$ cat src/rtl/wb_streamer_pkg.sv
// Shared constants for the Wishbone result streamer: register byte
// offsets, STATUS/CTRL bit positions and the stream engine states.
package wb_streamer_pkg;

   localparam int unsigned REG_DATA   = 32'h0;
   localparam int unsigned REG_STATUS = 32'h4;
   localparam int unsigned REG_CTRL   = 32'h8;
   localparam int unsigned REG_TXCNT  = 32'hC;

   localparam int ST_CNT_LSB = 0;
   localparam int ST_EMPTY   = 8;
   localparam int ST_FULL    = 9;
   localparam int ST_OVF     = 10;

   localparam int CT_EN      = 0;
   localparam int CT_IRQ_EN  = 1;
   localparam int CT_GAP_LSB = 8;

   typedef enum logic {
      ST_IDLE,
      ST_EMIT
   } stream_state_e;

endpackage

$ cat src/rtl/sync_fifo.sv
// Synchronous FIFO with first-word-fall-through head.
// Ports: clk, rst (sync, high), push/din, pop/dout, full, empty, count.
module sync_fifo #(
   parameter int DEPTH = 16,
   parameter int W     = 32
) (
   input  logic                     clk,
   input  logic                     rst,
   input  logic                     push,
   input  logic [W-1:0]             din,
   input  logic                     pop,
   output logic [W-1:0]             dout,
   output logic                     full,
   output logic                     empty,
   output logic [$clog2(DEPTH):0]   count
);

   localparam int PW = $clog2(DEPTH);
   localparam int CW = PW + 1;

   logic [W-1:0]  mem [DEPTH];
   logic [PW-1:0] wp_q, wp_d;
   logic [PW-1:0] rp_q, rp_d;
   logic [CW-1:0] cnt_q, cnt_d;
   logic          do_push;
   logic          do_pop;

   always_comb begin
      full    = (cnt_q == CW'(DEPTH));
      empty   = (cnt_q == '0);
      do_push = push & ~full;
      do_pop  = pop & ~empty;
      wp_d    = wp_q + PW'(do_push);
      rp_d    = rp_q + PW'(do_pop);
      cnt_d   = cnt_q + CW'(do_push) - CW'(do_pop);
      dout    = mem[rp_q];
      count   = cnt_q;
   end

   always_ff @(posedge clk) begin
      if (rst) begin
         wp_q  <= '0;
         rp_q  <= '0;
         cnt_q <= '0;
      end else begin
         wp_q  <= wp_d;
         rp_q  <= rp_d;
         cnt_q <= cnt_d;
      end
   end

   // Storage needs no reset: the pointers and count define validity.
   always_ff @(posedge clk) begin
      if (do_push) mem[wp_q] <= din;
   end

endmodule

$ cat src/rtl/wb_result_streamer.sv
// Wishbone classic slave buffering CPU result words and replaying them
// as a paced valid-qualified stream (alu_result_out / alu_valid_out).
// Ports: clk, rst (sync, high), wb_* slave bus, alu_result_out,
// alu_valid_out, irq. Optional macro WB_STREAMER_IRQ_EN enables irq.
module wb_result_streamer
   import wb_streamer_pkg::*;
#(
   parameter int DEPTH = 16,
   parameter int AW    = 4
) (
   input  logic          clk,
   input  logic          rst,
   input  logic          wb_cyc_i,
   input  logic          wb_stb_i,
   input  logic          wb_we_i,
   input  logic [AW-1:0] wb_adr_i,
   input  logic [31:0]   wb_dat_i,
   output logic [31:0]   wb_dat_o,
   output logic          wb_ack_o,
   output logic [31:0]   alu_result_out,
   output logic          alu_valid_out,
   output logic          irq
);

   localparam int CW = $clog2(DEPTH) + 1;
   localparam int IW = AW - 2;

   localparam logic [IW-1:0] IDX_DATA   = IW'(REG_DATA >> 2);
   localparam logic [IW-1:0] IDX_STATUS = IW'(REG_STATUS >> 2);
   localparam logic [IW-1:0] IDX_CTRL   = IW'(REG_CTRL >> 2);
   localparam logic [IW-1:0] IDX_TXCNT  = IW'(REG_TXCNT >> 2);

   logic          ack_q, ack_d;
   logic [31:0]   dat_q, dat_d;
   logic          en_q, en_d;
   logic          irq_en_q, irq_en_d;
   logic [7:0]    gap_q, gap_d;
   logic          ovf_q, ovf_d;
   logic [7:0]    gcnt_q, gcnt_d;
   logic [31:0]   tx_q, tx_d;
   logic [31:0]   res_q, res_d;
   logic          vld_q, vld_d;
   stream_state_e st_q, st_d;

   logic          req, wr, rd;
   logic [IW-1:0] idx;
   logic          hit_data, hit_status, hit_ctrl, hit_tx;
   logic [31:0]   status_w, ctrl_w;

   logic          f_push, f_pop, f_full, f_empty;
   logic [CW-1:0] f_cnt;
   logic [31:0]   f_head;

   logic          unused_adr;
   assign unused_adr = ^wb_adr_i[1:0];

   sync_fifo #(
      .DEPTH (DEPTH),
      .W     (32)
   ) u_fifo (
      .clk   (clk),
      .rst   (rst),
      .push  (f_push),
      .din   (wb_dat_i),
      .pop   (f_pop),
      .dout  (f_head),
      .full  (f_full),
      .empty (f_empty),
      .count (f_cnt)
   );

   always_comb begin
      req        = wb_cyc_i & wb_stb_i & ~ack_q;
      wr         = req & wb_we_i;
      rd         = req & ~wb_we_i;
      idx        = wb_adr_i[AW-1:2];
      hit_data   = (idx == IDX_DATA);
      hit_status = (idx == IDX_STATUS);
      hit_ctrl   = (idx == IDX_CTRL);
      hit_tx     = (idx == IDX_TXCNT);

      status_w                    = '0;
      status_w[ST_CNT_LSB +: 8]   = 8'(f_cnt);
      status_w[ST_EMPTY]          = f_empty;
      status_w[ST_FULL]           = f_full;
      status_w[ST_OVF]            = ovf_q;

      ctrl_w                      = '0;
      ctrl_w[CT_EN]               = en_q;
      ctrl_w[CT_IRQ_EN]           = irq_en_q;
      ctrl_w[CT_GAP_LSB +: 8]     = gap_q;

      ack_d    = req;
      dat_d    = '0;
      en_d     = en_q;
      irq_en_d = irq_en_q;
      gap_d    = gap_q;
      ovf_d    = ovf_q;
      gcnt_d   = gcnt_q;
      tx_d     = tx_q;
      res_d    = res_q;
      vld_d    = 1'b0;
      st_d     = st_q;
      f_pop    = 1'b0;

      // Full is judged on the pre-edge count, even if a pop is due now.
      f_push = wr & hit_data & ~f_full;

      if (rd) begin
         unique case (1'b1)
            hit_status: dat_d = status_w;
            hit_ctrl:   dat_d = ctrl_w;
            hit_tx:     dat_d = tx_q;
            default:    dat_d = '0;
         endcase
      end

      if (wr & hit_data & f_full)
         ovf_d = 1'b1;
      if (wr & hit_status & wb_dat_i[ST_OVF])
         ovf_d = 1'b0;
      if (wr & hit_ctrl) begin
         en_d     = wb_dat_i[CT_EN];
         irq_en_d = wb_dat_i[CT_IRQ_EN];
         gap_d    = wb_dat_i[CT_GAP_LSB +: 8];
      end

      unique case (st_q)
         ST_IDLE: begin
            if (gcnt_q != '0)
               gcnt_d = gcnt_q - 8'd1;
            if (en_q & ~f_empty & (gcnt_q == '0))
               st_d = ST_EMIT;
         end
         ST_EMIT: begin
            // Completes even if enable dropped meanwhile.
            f_pop  = 1'b1;
            vld_d  = 1'b1;
            res_d  = f_head;
            tx_d   = tx_q + 32'd1;
            gcnt_d = gap_q;
            st_d   = ST_IDLE;
         end
         default: st_d = ST_IDLE;
      endcase
   end

   always_ff @(posedge clk) begin
      if (rst) begin
         ack_q    <= 1'b0;
         dat_q    <= '0;
         en_q     <= 1'b0;
         irq_en_q <= 1'b0;
         gap_q    <= '0;
         ovf_q    <= 1'b0;
         gcnt_q   <= '0;
         tx_q     <= '0;
         res_q    <= '0;
         vld_q    <= 1'b0;
         st_q     <= ST_IDLE;
      end else begin
         ack_q    <= ack_d;
         dat_q    <= dat_d;
         en_q     <= en_d;
         irq_en_q <= irq_en_d;
         gap_q    <= gap_d;
         ovf_q    <= ovf_d;
         gcnt_q   <= gcnt_d;
         tx_q     <= tx_d;
         res_q    <= res_d;
         vld_q    <= vld_d;
         st_q     <= st_d;
      end
   end

   assign wb_ack_o       = ack_q;
   assign wb_dat_o       = dat_q;
   assign alu_result_out = res_q;
   assign alu_valid_out  = vld_q;

`ifdef WB_STREAMER_IRQ_EN
   logic irq_q, irq_d;

   always_comb begin
      irq_d = ovf_q | (irq_en_q & f_empty & (tx_q != '0));
   end

   always_ff @(posedge clk) begin
      if (rst) irq_q <= 1'b0;
      else     irq_q <= irq_d;
   end

   assign irq = irq_q;
`else
   assign irq = 1'b0;
`endif

endmodule

$ cat config.mk
export PLATFORM = sky130hd
export DESIGN_NAME = wb_result_streamer
export DESIGN_NICKNAME = d
export VERILOG_FILES = /design/src/rtl/wb_streamer_pkg.sv /design/src/rtl/sync_fifo.sv /design/src/rtl/wb_result_streamer.sv
export SDC_FILE = /design/constraint.sdc
export NUM_CORES = 1
export LEC_CHECK = 0
export BUFFER_PORTS_ARGS = -buffer_cell sky130_fd_sc_hd__buf_2
export CAP_MARGIN = 20
export CORE_AREA = 2 2 251 253
export DETAILED_ROUTE_END_ITERATION = 16
export DIE_AREA = 0 0 253 255
export PLACE_DENSITY = 0.55
export SYNTH_ARGS = -nofsm -noshare
export SYNTH_HDL_FRONTEND = slang
export SYNTH_HIERARCHICAL = 1
export SYNTH_SLANG_ARGS = --single-unit
$ cat constraint.sdc
create_clock -name clk -period 4.3 [get_ports clk]
set_clock_uncertainty 0.15 [all_clocks]
set_input_delay 0.43 -clock clk [delete_from_list [all_inputs] [get_ports clk]]
set_output_delay 0.43 -clock clk [all_outputs]
set_load 0.005 [all_outputs]
Word-level counts from Yosys, hierarchy flattened
Memory sizes are Yosys's and may differ from the RTL's. A register that Yosys moved wholly into a read port is not among the register bits.
Cells that the tools add are included.
{"block": "word_totals", "output_inout_bits": 67, "mem_count": 1, "in_bits": 41, "ff_bits": 99, "ramBits": 512, "wordCells": 59}
{"name": "u_fifo.mem", "words": 16, "word_bits": 32, "rd": 1, "rd_ports_with_merged_regs": 1, "wr": 1, "line": "sync_fifo.sv:21", "source": "logic [W-1:0] mem [DEPTH];"}
{"block": "classes", "eq_ne": 5, "mux": 8, "n_addsub": 6, "reduce_logical": 6, "n_bitwise": 20}
{"cell": "one-hot mux 32 bit (3 select lines)", "count": 1}
{"cell": "adder 32 x 1 -> 32 bit (second input constant)", "count": 1}
{"cell": "one-hot mux 8 bit (2 select lines)", "count": 1}
{"cell": "AND 1 bit", "count": 14}
{"cell": "adder 4 x 1 -> 4 bit", "count": 2}
{"cell": "zero test 8 bit", "count": 1}
{"cell": "two-way mux 8 bit", "count": 1}
{"cell": "nonzero test 8 bit", "count": 1}
{"cell": "subtractor 8 x 1 -> 8 bit (second input constant)", "count": 1}
{"cell": "inverter 1 bit", "count": 6}
{"cell": "adder 5 x 1 -> 5 bit", "count": 1}
{"cell": "== test 5 bit (second input constant)", "count": 1}
{"cell": "zero test 5 bit", "count": 1}
{"cell": "subtractor 5 x 1 -> 5 bit", "count": 1}
{"cell": "== test 2 bit (second input constant)", "count": 2}
{"cell": "two-way mux 1 bit", "count": 4}
{"cell": "OR reduction 2 bit", "count": 2}
{"cell": "== test 2 x 1 -> 1 bit (second input constant)", "count": 1}
{"cell": "zero test 2 bit", "count": 1}
{"cell": "!= test 2 bit (second input constant)", "count": 1}
{"cell": "one-hot mux 1 bit (2 select lines)", "count": 1}

Longest topological paths before layout
{"block": "depth", "ltp_word": 8, "depth_mapped": 14, "ltp_nobuf": 14}

By module
The synthesis kept the hierarchy.
{"mod": "sync_fifo", "cells_per_inst": 873, "seq_area_each_um2": 15635.0, "n_inst": 1, "area_per_inst_um2": 19849.0}
{"mod": "wb_result_streamer", "cells_per_inst": 483, "seq_area_each_um2": 2362.3, "n_inst": 1, "area_per_inst_um2": 4705.8}

Worst setup path after synthesis
OpenSTA, ideal clock, no wires.
{"block": "synth_path", "kind": "reg-to-reg", "startpoint": "register u_fifo.cnt_q[2], in the netlist u_fifo/count[2]", "endpoint": "memory u_fifo.mem[0][0], enable pin", "stages_incl_launch_ff": 8, "t_arrival_ns": 3.721, "path_slack_ns": -0.032, "period_less_slack_ns": 4.332, "path_cell_list": "dfxtp_1 inv_1 ha_1 and4bb_2 nor4_1 nand2b_1 or3_1 nor3_1"}
{"block": "synth_between", "elab_chain_len": 6}
{"item": "start, declared", "line": "sync_fifo.sv:24", "source": "logic [CW-1:0] cnt_q, cnt_d;"}
{"item": "start signal, assigned", "line": "sync_fifo.sv:48", "source": "cnt_q <= cnt_d;"}
{"item": "== test 5 bit", "line": "sync_fifo.sv:29", "source": "full = (cnt_q == CW'(DEPTH));"}
{"item": "named net f_full", "line": "wb_result_streamer.sv:50", "source": "logic f_push, f_pop, f_full, f_empty;"}
{"item": "inverter 1 bit", "line": "wb_result_streamer.sv:107", "source": "f_push = wr & hit_data & ~f_full;"}
{"item": "AND 1 bit", "line": "wb_result_streamer.sv:107"}
{"item": "named net f_push", "line": "wb_result_streamer.sv:50"}
{"item": "AND 1 bit", "line": "sync_fifo.sv:31", "source": "do_push = push & ~full;"}
{"item": "two-way mux 1 bit", "line": "sync_fifo.sv:54", "source": "if (do_push) mem[wp_q] <= din;"}
{"item": "two-way mux 1 bit (implied by the code)", "line": "sync_fifo.sv:54"}
{"item": "end, declared", "line": "sync_fifo.sv:21"}
The timed path passes the listed nets, and every way through them passes these cells.

Final worst setup path
{"block": "layout_path", "startpoint": "register u_fifo.cnt_q[2], in the netlist u_fifo/count[2]", "endpoint": "memory u_fifo.mem[6][29], enable pin"}
Same word-level chain as after synthesis.

==> results.md <==
* Setup tns final at 0 ns
* Worst setup EP type: flip-flop
* Initial antenna violation count at 1
* Peak VDD IR at 0.3390 mV
* CTS clock-pin slew for the worst setup and hold paths at 0.06 ns
* TritonCTS clock tree: built
* RD Place Congestion at 0.7574
* Largest stage delay on the critical path at 0.60 ns
* Largest net degree at the start of global routing at 58
* I/O pins at 108
* Vias at 12585
* Post-Layout Cell Count at 2352
* Final worst setup slack at 1.054 ns
* Share of layout cells above drive strength 1 at 0.2692
* Synth Area in XOR/XNOR at 0.007490
* Startpoint types: flip-flop
* Max Fanout on Critical Path at 17
* Cell Chain, Critical Path: inv_1 -> ha_1 -> and4bb_2 -> nor4_1 -> nand2b_1 -> or3_1 -> nor2_4 -> buf_12
* Critical path's slowest cell: nor2_4
* Multi-input combinational cell area at 6312 µm²
* Unrepaired setup endpoints after global routing: no
* Worst Tran Pin Value at 0.9743 ns
* Multiplexer area fraction after synthesis at 0.1456
* Fillers at 5282
* Compound-Gate Fraction of Synth Area at 0.03093
* Syn Inst Count at 1356
* Die Y at 255 µm
* Setup bufs post-CTS at 0
* Input/output buffers at 104
* Area leader, netlist: edfxtp_1
* Die area at 64520 µm²
* Hold WC Path Type: input port to flip-flop
* Gr usage total at 0.1701
* Asr flop ratio synth at 0
* DRC at 0
* Synth-to-Final Area Change at 16.51%
* DP Worst Slack at 1.053 ns
* Half-perimeter wire length after placement at 30760 µm
* CP arrival at 3.40 ns
* Largest family of logic cells by synthesized area: multiplexers
* First-pass GRT wire length at 81510 µm
* Clock Latency Late Sink at 0.60 ns
* Max-Slew Margin vs Limit at 0.3504
* Sequential cell area at 18010 µm²
* Core area at 62160 µm²
* Antenna-violating nets left at 0
* Synth Flop Type: edfxtp_1
* Top-area cell type share of the netlist area at 0.6261
* Per-cell routed wire length at 22.65 µm
* Syn_nets at 1411
* Most numerous cell in the Yosys netlist: edfxtp_1
* CTS Buffer Depth at 3
* DR iter-0 viols at 750
* Post-synth EDFFs at 512
* CTS sink count at 643
* Starting Density at 0.3950
* Leakage at 9.240 nW
* Final nets at 1554
* CTS root buf: clkbuf_16
* Die width at 253 µm
* Critical path class: flip-flop to flip-flop
* CP required at 4.45 ns
* CTS buffer count at 69
* Cell area power density at 450.4 nW/µm²
* Flops & latches, synth at 643
* Synth Warn # at 6
* Area contributors post-synth: edfxtp_1 (63%), mux4_2 (12%), dfxtp_1 (11%), mux2i_1 (2.1%), a22oi_1 (2.1%)
* Number of global-route vias before repair at 13068
* DR vias/cell at 5.351
* Detailed Route WL at 53270 µm
* # setup viols final at 0
* Min cycle time layout at 3.246 ns
* Mapped Area at 24550 µm²
* # hold bufs at CTS at 0
* CTS resizes at 0
* Inst Count DP at 2226
* Status: complete, no violations
* Maximum Capacitance Violations at 0
* Number of distinct library cells after synthesis at 53
* Synth top cells by count: edfxtp_1 (512), dfxtp_1 (131), mux4_2 (128)
* H-tree Lvls at 3
* DRT Pass-1 Iters at 6
* Avg Cell Area, Syn at 18.11 µm²
* Post-Synth Simple-Gate Area at 0.05952
* Row cnt at 92
* Fin. Hold Viols at 0
* Post-synthesis sequential area ratio at 0.7329
* Fin. max-slew vios at 0
* Tcrit/Tclk final at 0.7548
* Congestion Overflow GR at 0
* Max Fclk at 308.1 MHz
* Post-synthesis adder-cell area fraction at 0.007439
* Ant diodes at 0
==> final timing paths <==
check | start | endpoint | slack [ns] | cells past startpoint
worst min-delay path | wb_dat_i[22] | u_fifo/mem[8][22] | 0.05 | 1
worst max register to register | u_fifo/count[2] | u_fifo/mem[6][29] | 1.05 | 8
worst min register to register | alu_result_out[30] | alu_result_out[30] | 0.34 | 2
worst max-delay path | u_fifo/count[2] | u_fifo/mem[6][29] | 1.05 | 8
==> layer usage <==
metal  global-route usage  vias up  part of all wire
met1               0.2250     6592              0.44
met4              0.04497        2             0.019
li1                     -     5669                 -
met2               0.2896      250              0.50
met3              0.03224       72             0.040
met5                    0        -           0.00026
==> sequential cells by signal, summed over array words and instances (netlist names), 4 cells and up <==
register,cells
u_fifo/mem,512
alu_result_out,32
tx_q,32
wb_dat_o,32
gap_q,8
gcnt_q,8
u_fifo/count,5
u_fifo/rp_q,4
u_fifo/wp_q,4
==> metrics by stage <==
stage	util	hold slack [ns]	power, mW	cell area [µm²]
CTS	0.4598	0.01263	13.05	28580
global placement	0.4236	0.3190	7.229	26330
finish	0.4603	0.05049	12.89	28610
global route	0.4603	0.03173	13.32	28610
detailed placement	0.4238	0.3274	7.240	26340
floorplan	-	0.2917	7.107	24560
==> logic make-up (layout without fill, tap and decap cells) <==
group                      count (synthesis)  count (layout)
xor gates and xnor gates                  21              21
muxes                                    195             195
other                                      1               1
AOI/OAI and AO/OA                        107             107
buffers and inverters                     88             285
DFF                                      643             643
and+or+nand+nor                          287             287
adders and majority gates                 14              14
==> worst max-delay path: cells and delay by family (launching register included) <==
kind                       cells  cell delay [ns]
DFF                            1             0.37
and+or+nand+nor                5             1.88
adders and majority gates      1             0.20
buffers and inverters          2             0.35
==> cell usage in the layout (no fill, tap or decap), types with 4 or more instances in the layout <==
| master | count |
|---|---|
| buf_4 | 29 |
| nor3_2 | 4 |
| xor2_1 | 9 |
| clkbuf_16 | 71 |
| nand3_1 | 11 |
| edfxtp_1 | 512 |
| ha_1 | 13 |
| o21ai_0 | 4 |
| and2_1 | 18 |
| clkinv_2 | 6 |
| clkbuf_1 | 19 |
| nand4_1 | 10 |
| dfxtp_1 | 128 |
| nor3_1 | 17 |
| nand2b_1 | 6 |
| mux4_2 | 128 |
| or3_1 | 10 |
| mux2_2 | 14 |
| inv_1 | 15 |
| nand2_1 | 50 |
| xnor2_1 | 12 |
| clkinv_1 | 8 |
| a21oi_1 | 17 |
| o31ai_1 | 7 |
| mux2i_1 | 52 |
| nor2_4 | 13 |
| or4_1 | 8 |
| buf_12 | 11 |
| buf_2 | 103 |
| clkbuf_8 | 12 |
| a22oi_1 | 69 |
| nor2b_1 | 20 |
| nor2_1 | 89 |
| and4_1 | 5 |
==> report_power, final <==
group	internal, mW	leakage (nW)	switching (mW)
sequential	6.74	5.66	0.0282
clock	3.43	1.09	2.35
combinational	0.135	2.50	0.205
==> cell type report <==
class	instances	share of cell area
Timing Repair Buffer	145	0.03468
Inverter	15	0.001968
Clock buffer	102	0.07037
Multi-Input combinational cell	625	0.2206
Sequential cell	643	0.6294
Clock inverter	23	0.007959
Tap cell	799	0.03494
Note: power is estimated with default switching activity, not from simulation.
